===== config.mk =====
export PLATFORM = sky130hd
export DESIGN_NAME = x_sweep_ctrl
export DESIGN_NICKNAME = d
export VERILOG_FILES = /design/src/rtl/x_sweep_ctrl.sv
export SDC_FILE = /design/constraint.sdc
export NUM_CORES = 1
export LEC_CHECK = 0
export BUFFER_PORTS_ARGS = -buffer_cell sky130_fd_sc_hd__buf_4
export CAP_MARGIN = 20
export CORE_MARGIN = 2
export CORE_UTILIZATION = 55
export CTS_CLUSTER_SIZE = 12
export DETAILED_ROUTE_END_ITERATION = 12
export PLACE_DENSITY = 0.8
export SLEW_MARGIN = 15
export SYNTH_ARGS = -nofsm -noshare
export SYNTH_HDL_FRONTEND = slang
export SYNTH_SLANG_ARGS = --single-unit

===== constraint.sdc =====
create_clock -name clk -period 5.9 [get_ports clk]
set_input_delay 0.59 -clock clk [delete_from_list [all_inputs] [get_ports clk]]
set_output_delay 0.59 -clock clk [all_outputs]
set_load 0.05 [all_outputs]

===== src/rtl/x_sweep_ctrl.sv =====
// X sweep sequencer: walks an external counter across [x_start, x_end] for num_lines lines.
// Latency: counter outputs are combinational; cnt_out reaches x_start two cycles after start is seen.
// Backpressure: hold freezes the sweep in RUN (counter reloads its own value, no valid pixel).
module x_sweep_ctrl (
    input  logic        clk,
    input  logic        rst_n,
    input  logic        start,
    input  logic        hold,
    input  logic [1:0]  step_mode,
    input  logic [11:0] x_start,
    input  logic [11:0] x_end,
    input  logic [9:0]  num_lines,
    input  logic [11:0] cnt_out,
    output logic        cnt_enb,
    output logic [1:0]  Xmode,
    output logic [11:0] LoadVal,
    output logic        x_valid,
    output logic [9:0]  line_idx,
    output logic        busy,
    output logic        done
);

    typedef enum logic [1:0] {S_IDLE, S_LOAD, S_RUN, S_DONE} state_t;

    state_t      state, state_nxt;
    logic [1:0]  mode_r;
    logic [11:0] x_start_r;
    logic [11:0] x_end_r;
    logic [9:0]  lines_r;
    logic [12:0] delta;
    logic        is_last;
    logic        last_line;
    logic        latch;
    logic        line_inc;

    always_comb begin
        case (mode_r)
            2'b10:   delta = 13'd4;
            2'b11:   delta = 13'd8;
            default: delta = 13'd1;
        endcase
    end

    // One extra bit so an add that would pass 4095 still compares as beyond x_end.
    assign is_last   = ({1'b0, cnt_out} + delta) > {1'b0, x_end_r};
    assign last_line = (line_idx == (lines_r - 10'd1));
    assign busy      = (state != S_IDLE);

    always_comb begin
        state_nxt = state;
        cnt_enb   = 1'b0;
        Xmode     = 2'b00;
        LoadVal   = 12'd0;
        x_valid   = 1'b0;
        done      = 1'b0;
        latch     = 1'b0;
        line_inc  = 1'b0;
        case (state)
            S_IDLE: begin
                if (start) begin
                    latch     = 1'b1;
                    state_nxt = S_LOAD;
                end
            end
            S_LOAD: begin
                cnt_enb   = 1'b1;
                LoadVal   = x_start_r;
                state_nxt = S_RUN;
            end
            S_RUN: begin
                if (hold) begin
                    cnt_enb = 1'b1;
                    LoadVal = cnt_out;
                end else begin
                    x_valid = 1'b1;
                    if (!is_last) begin
                        cnt_enb = 1'b1;
                        Xmode   = mode_r;
                        LoadVal = cnt_out;
                    end else if (last_line) begin
                        state_nxt = S_DONE;
                    end else begin
                        line_inc  = 1'b1;
                        cnt_enb   = 1'b1;
                        LoadVal   = x_start_r;
                        state_nxt = S_LOAD;
                    end
                end
            end
            S_DONE: begin
                done      = 1'b1;
                state_nxt = S_IDLE;
            end
            default: state_nxt = S_IDLE;
        endcase
    end

    always_ff @(posedge clk or negedge rst_n) begin
        if (!rst_n) begin
            state     <= S_IDLE;
            mode_r    <= 2'b01;
            x_start_r <= 12'd0;
            x_end_r   <= 12'd0;
            lines_r   <= 10'd1;
            line_idx  <= 10'd0;
        end else begin
            state <= state_nxt;
            if (latch) begin
                mode_r    <= (step_mode == 2'b00) ? 2'b01 : step_mode;
                x_start_r <= x_start;
                x_end_r   <= x_end;
                lines_r   <= (num_lines == 10'd0) ? 10'd1 : num_lines;
                line_idx  <= 10'd0;
            end else if (line_inc) begin
                line_idx <= line_idx + 10'd1;
            end
        end
    end

endmodule


Word level (Yosys, flattened, before mapping) --
Cells that the tools add are included.
Storage, ports and cells: bits in registers 48, bits in latches 0, memory bits (writable) 0, bits in read-only memories 0, input port bits 52, output and inout port bits 28, word-level logic and storage cells 54, memories 0
Operators by class: $add $sub $neg 3, $mul 0, div/mod/pow operators 0, magnitude comparators 1, eq/ne operators 9, shifts and indexed selects 0, multiplexer cells 29, bitwise operators 0, reductions and logical operators 6
Operator list (number):
- two-way mux 12 bit | 3
- two-way mux 10 bit | 3
- one-hot mux 12 bit (2 select lines) | 1
- two-way mux 2 bit | 8
- adder 12 x 13 -> 13 bit | 1
- greater-than comparator 13 x 12 -> 1 bit | 1
- two-way mux 1 bit | 11
- adder 10 x 1 -> 10 bit, second input constant | 1
- == test 10 bit | 1
- zero test 10 bit | 1
- subtractor 10 x 1 -> 10 bit, second input constant | 1
- == test 2 bit, second input constant | 4
- one-hot mux 2 bit (4 select lines) | 1
- one-hot mux 4 bit (2 select lines) | 1
- != test 2 bit, second input constant | 3
- zero test 2 bit | 2
- nonzero test 2 bit | 2
- AND reduction 3 bit | 1
- == test 2 x 1 -> 1 bit, second input constant | 1
- one-hot mux 1 bit (2 select lines) | 1

Depth between registers and ports, before layout --
depth after elaboration 9, depth in mapped cells 18, gate-level depth less buffers 16

Worst setup path before layout --
Ideal clock, no wire load.
path type in2out, from in cnt_out[0], to out Xmode[1], arrival 4.333 ns, required time 5.310 ns, setup slack 0.977 ns, cell stages on the path 15, buffers on the path 1, path through ha_1 -> ha_1 -> a21o_1 -> a21oi_1 -> nand2b_1 -> nor2_1 -> xor2_1 -> ha_1 -> and4_1 -> o21ai_0 -> a21oi_1 -> o41a_1 -> or2_2 -> buf_2 -> nor3_1
Between the ends: longest elaborated chain between the ends 5
Ends and longest elaborated chain:
- from (decl) | line 13 | input logic [11:0] cnt_out,
- adder 12 x 13 -> 13 bit | line 45 | assign is_last = ({1'b0, cnt_out} + delta) > {1'b0, x_end_r};
- greater-than comparator 13 x 12 -> 1 bit | line 45
- two-way mux 2 bit | line 76 | if (!is_last) begin
- two-way mux 2 bit | line 71 | if (hold) begin
- two-way mux 2 bit | line 58 | case (state)
- to (decl) | line 15 | output logic [1:0] Xmode,
Every way passes these cells.

Worst setup path in the final report --
from reg mode_r[0], to out LoadVal[11]
Between the ends: longest elaborated chain between the ends 7, elaborated cells between the ends (all ways) 8, classes of those cells 1 x add/sub; 1 x order compare; 2 x eq/ne; 4 x mux
Ends and longest elaborated chain:
- from (decl) | line 26 | logic [1:0] mode_r;
- from (signal assigned) | line 109 | mode_r <= (step_mode == 2'b00) ? 2'b01 : step_mode;
- == test 2 bit | line 37 | case (mode_r)
- one-hot mux 4 bit (2 select lines) * | line 37
- adder 12 x 13 -> 13 bit * | line 45
- greater-than comparator 13 x 12 -> 1 bit * | line 45
- two-way mux 12 bit * | line 76
- two-way mux 12 bit * | line 71
- one-hot mux 12 bit (2 select lines) * | line 58
- to (decl) | line 16 | output logic [11:0] LoadVal,
Every way passes the cells marked *; elsewhere a longest branch is shown, timed or not.

==> impl_metrics.toml <==
[layout]
nFillCells = 522
drive_above_1_share_pct = 24.9
area_growth_pct = 20.4
layout_commonest_cell = "nand2_1"
fin_util_pct = 69.0
layout.nets = 539
final_cell_mix = "92 x nand2_1, 80 x buf_4, 46 x dfrtp_1"
antenna_cells = 0

[power]
p_leak_nw = 2.06
peakVddDrop_v = 0.000393
pwr-share-seq_pct = 28.0
p_per_area_mw_per_mm2 = 495
switching_power_w = 0.000985
switching_share_pct = 48.4
internal_power_w = 0.00105
p_clk_share_pct = 11.8
pwr-share-comb_pct = 60.1

[yosys]
yosys.area.top_type = "dfrtp_1"
synth_fp_nets = 470
ys_warn_count = 0
syn-mean-instance-area_um2 = 8.64
synth_area_leaders = "dfrtp_1 34%, nand2_1 10%, ha_1 8.4%, xnor2_1 3.6%, o21ai_0 2.9%"
synth_cell_types = 63
syn_inst = 395
synth_ff_type = "dfrtp_1"
synthArstFlopShare_pct = 100
ys_seq_area_share_pct = 35.3
syn_area_mm2 = 0.00341
synth_edf_count = 0
synth_top_area_share_pct = 33.7
ys_ff_latch = 48

[grt]
grt_use_met2_pct = 47.2
antenna_found_initial = 0
grt_pass1_wl_um = 13500
grt_pass1_vias = 2955
grt_overflow = 0
grt_use_total_pct = 25.9
gr-usage-met1_pct = 31.2
met3_usage_pct = 5.43
grt_max_degree = 59
busiest_layer = "met2"

[sta]
max-slew-margin-rel_pct = 33.3
period_share_pct = 88.0
timing.fmax_mhz = 193
min_period_ns = 5.19
slew_viol_final = 0
clock_skew_ns = 0.00445
tightestPinTransition_ns = 1.00
rsz0062_at_grt = "false"
tns_ns = 0
setup_viol = 0
finalHoldViolCount = 0

[detailed_routing]
via_per_inst = 5.78
ant_nets = 0
via_count = 3123
finalWirelength_um = 8310
first_pass_iters = 6
wire_per_inst_um = 15.4
drt_drc_violations_left = 0
drt_iter0_drc = 214

[clock_tree]
holdBufCountCts = 0
cts_tree = "yes"
cts_root_buf = "clkbuf_8"
cts_buffers = 5
insertion_delay_ns = 0.31
clkSinkCount = 48
cts_setup_buffers = 0
clk_path_buf_depth = 2
cts.repair.resized = 0
htree_levels = 2
clkTransAtPathRegs_ns = 0.09

[placement]
dp_hpwl_um = 6150
gp_congestion = 0.837
portBuffers = 79

[critical_path]
critPathCaptureType = "output pin"
required_ns = 5.31
cp_slowest_stage_delay_ns = 0.66
path_class = "flip-flop to output pin"
crit_arrival_ns = 4.60
cp_cell_sequence = "nor2_1 > ha_1 > a31oi_1 > nor2b_1 > o21ai_0 > nor2_1 > xor2_1 > ha_1 > and4_1 > o21ai_0 > a21oi_1 > o41a_1 > o31ai_2 > a31o_2 > a32o_2 > buf_4"
worst_path_max_delay_cell = "o31ai_2"
critPathLaunchType = "flip-flop"
crit_fanout = 9

[floorplanning]
dieWidth_um = 82.8
top_level_ports = 80
num_rows = 28
die-area_mm2 = 0.00685
core_mm2 = 0.00596
start_util_pct = 57.3
fp.dieH_um = 82.8

[hold_path]
hp-class = "input port to asynchronous set/reset pin"

[flow_run]
maxCapViolations = 0

[run_status]
outcome = "finished clean"
sequential cells by signal, indices dropped and copies added (netlist names):
signal     count
lines_r       10
line_idx      10
mode_r         2
state          2
x_start_r     12
x_end_r       12
cells in the mapped netlist (all sizes together), types with 2 or more instances:
| library cell | number |
|---|---|
| nand2 | 92 |
| dfrtp | 46 |
| inv | 25 |
| ha | 23 |
| o21ai | 20 |
| nor2 | 17 |
| xnor2 | 14 |
| a21oi | 13 |
| a31o | 11 |
| a32o | 11 |
| clkbuf | 9 |
| nor3 | 9 |
| nand3 | 8 |
| o31ai | 8 |
| and3 | 7 |
| buf | 7 |
| or4 | 7 |
| xor2 | 7 |
| a31oi | 6 |
| and2 | 5 |
| nand4 | 5 |
| nor2b | 5 |
| a21o | 3 |
| mux2i | 3 |
| dfstp | 2 |
| mux2 | 2 |
| nand2b | 2 |
| nor4 | 2 |
| o2111ai | 2 |
| o211ai | 2 |
| or2 | 2 |
| or3 | 2 |
final timing paths:
kind                       slack, ns    startpoint            to  cells past startpoint
hold reg to reg                 0.51    x_end_r[0]    x_end_r[0]                      2
setup / recovery                0.71     mode_r[0]   LoadVal[11]                     16
hold / removal                  0.28         rst_n    lines_r[5]                      1
max in group asynchronous       5.19         rst_n  x_start_r[7]                      1
setup reg to reg                1.75     mode_r[0]      state[0]                     15
min in group clk                0.43  step_mode[1]     mode_r[0]                      2
power groups by stage:
stage / logic (W) / registers (W) / clock network [W]
6_report: 0.00122 / 0.000570 / 0.000241
5_1_grt: 0.00135 / 0.000587 / 0.000261
4_1_cts: 0.00123 / 0.000569 / 0.000243
3_5_place_dp: 0.00122 / 0.000577 / 0
3_3_place_gp: 0.00119 / 0.000571 / 0
2_1_floorplan: 0.000963 / 0.000556 / 0
cell type report:
class / instances / area, um^2 / area share (%)
Clock buffer: 5 / 68.8 / 1.68
Clock inverter: 3 / 42.5 / 1.04
Inverter: 25 / 93.8 / 2.28
Multi-Input combinational cell: 304 / 2000 / 48.8
Sequential cell: 48 / 1200 / 29.3
Tap cell: 75 / 93.8 / 2.28
Timing Repair Buffer: 80 / 601 / 14.6
critical path, delay by kind of cell, from the launching register on:
| family | cells | cell delay (ns) |
|---|---|---|
| xor+xnor | 1 | 0.16 |
| simple gates | 4 | 0.45 |
| compound gates | 8 | 2.30 |
| buf+inv | 1 | 0.19 |
| flops | 1 | 0.59 |
| fa+ha+maj | 2 | 0.59 |
per-stage QoR:
step           setup slack, ns  hold WS, ns  cells  cell area, um^2  power (W)
5_1_grt                  0.400        0.326    540             4110    0.00220
2_1_floorplan            0.977        0.294    395             3410    0.00152
3_5_place_dp             0.960        0.495    532             4000    0.00180
6_report                 0.707        0.281    540             4110    0.00203
3_3_place_gp              1.06        0.481    532             4000    0.00176
4_1_cts                  0.716        0.314    540             4110    0.00204
cell families after synthesis:
| logic type | Yosys count | synth area share (%) |
|---|---|---|
| adder cells (fa/ha/maj) | 23 | 8.43 |
| buffers and inverters | 43 | 6.01 |
| AO/OA/AOI/OAI | 85 | 19.0 |
| multiplexers | 5 | 1.76 |
| flip-flops | 48 | 35.3 |
| XOR/XNOR | 21 | 5.39 |
| AND/OR/NAND/NOR | 170 | 24.1 |
per-layer routing:
| layer | wire, um | part of all wire (%) | up-vias |
|---|---|---|---|
| li1 | - | - | 1537 |
| met1 | 3460 | 42 | 1463 |
| met2 | 4240 | 51 | 116 |
| met3 | 533 | 6.4 | 7 |
| met4 | 72 | 0.87 | 0 |
| met5 | 0 | 0 | - |
Power figures use the tool's default switching activity.
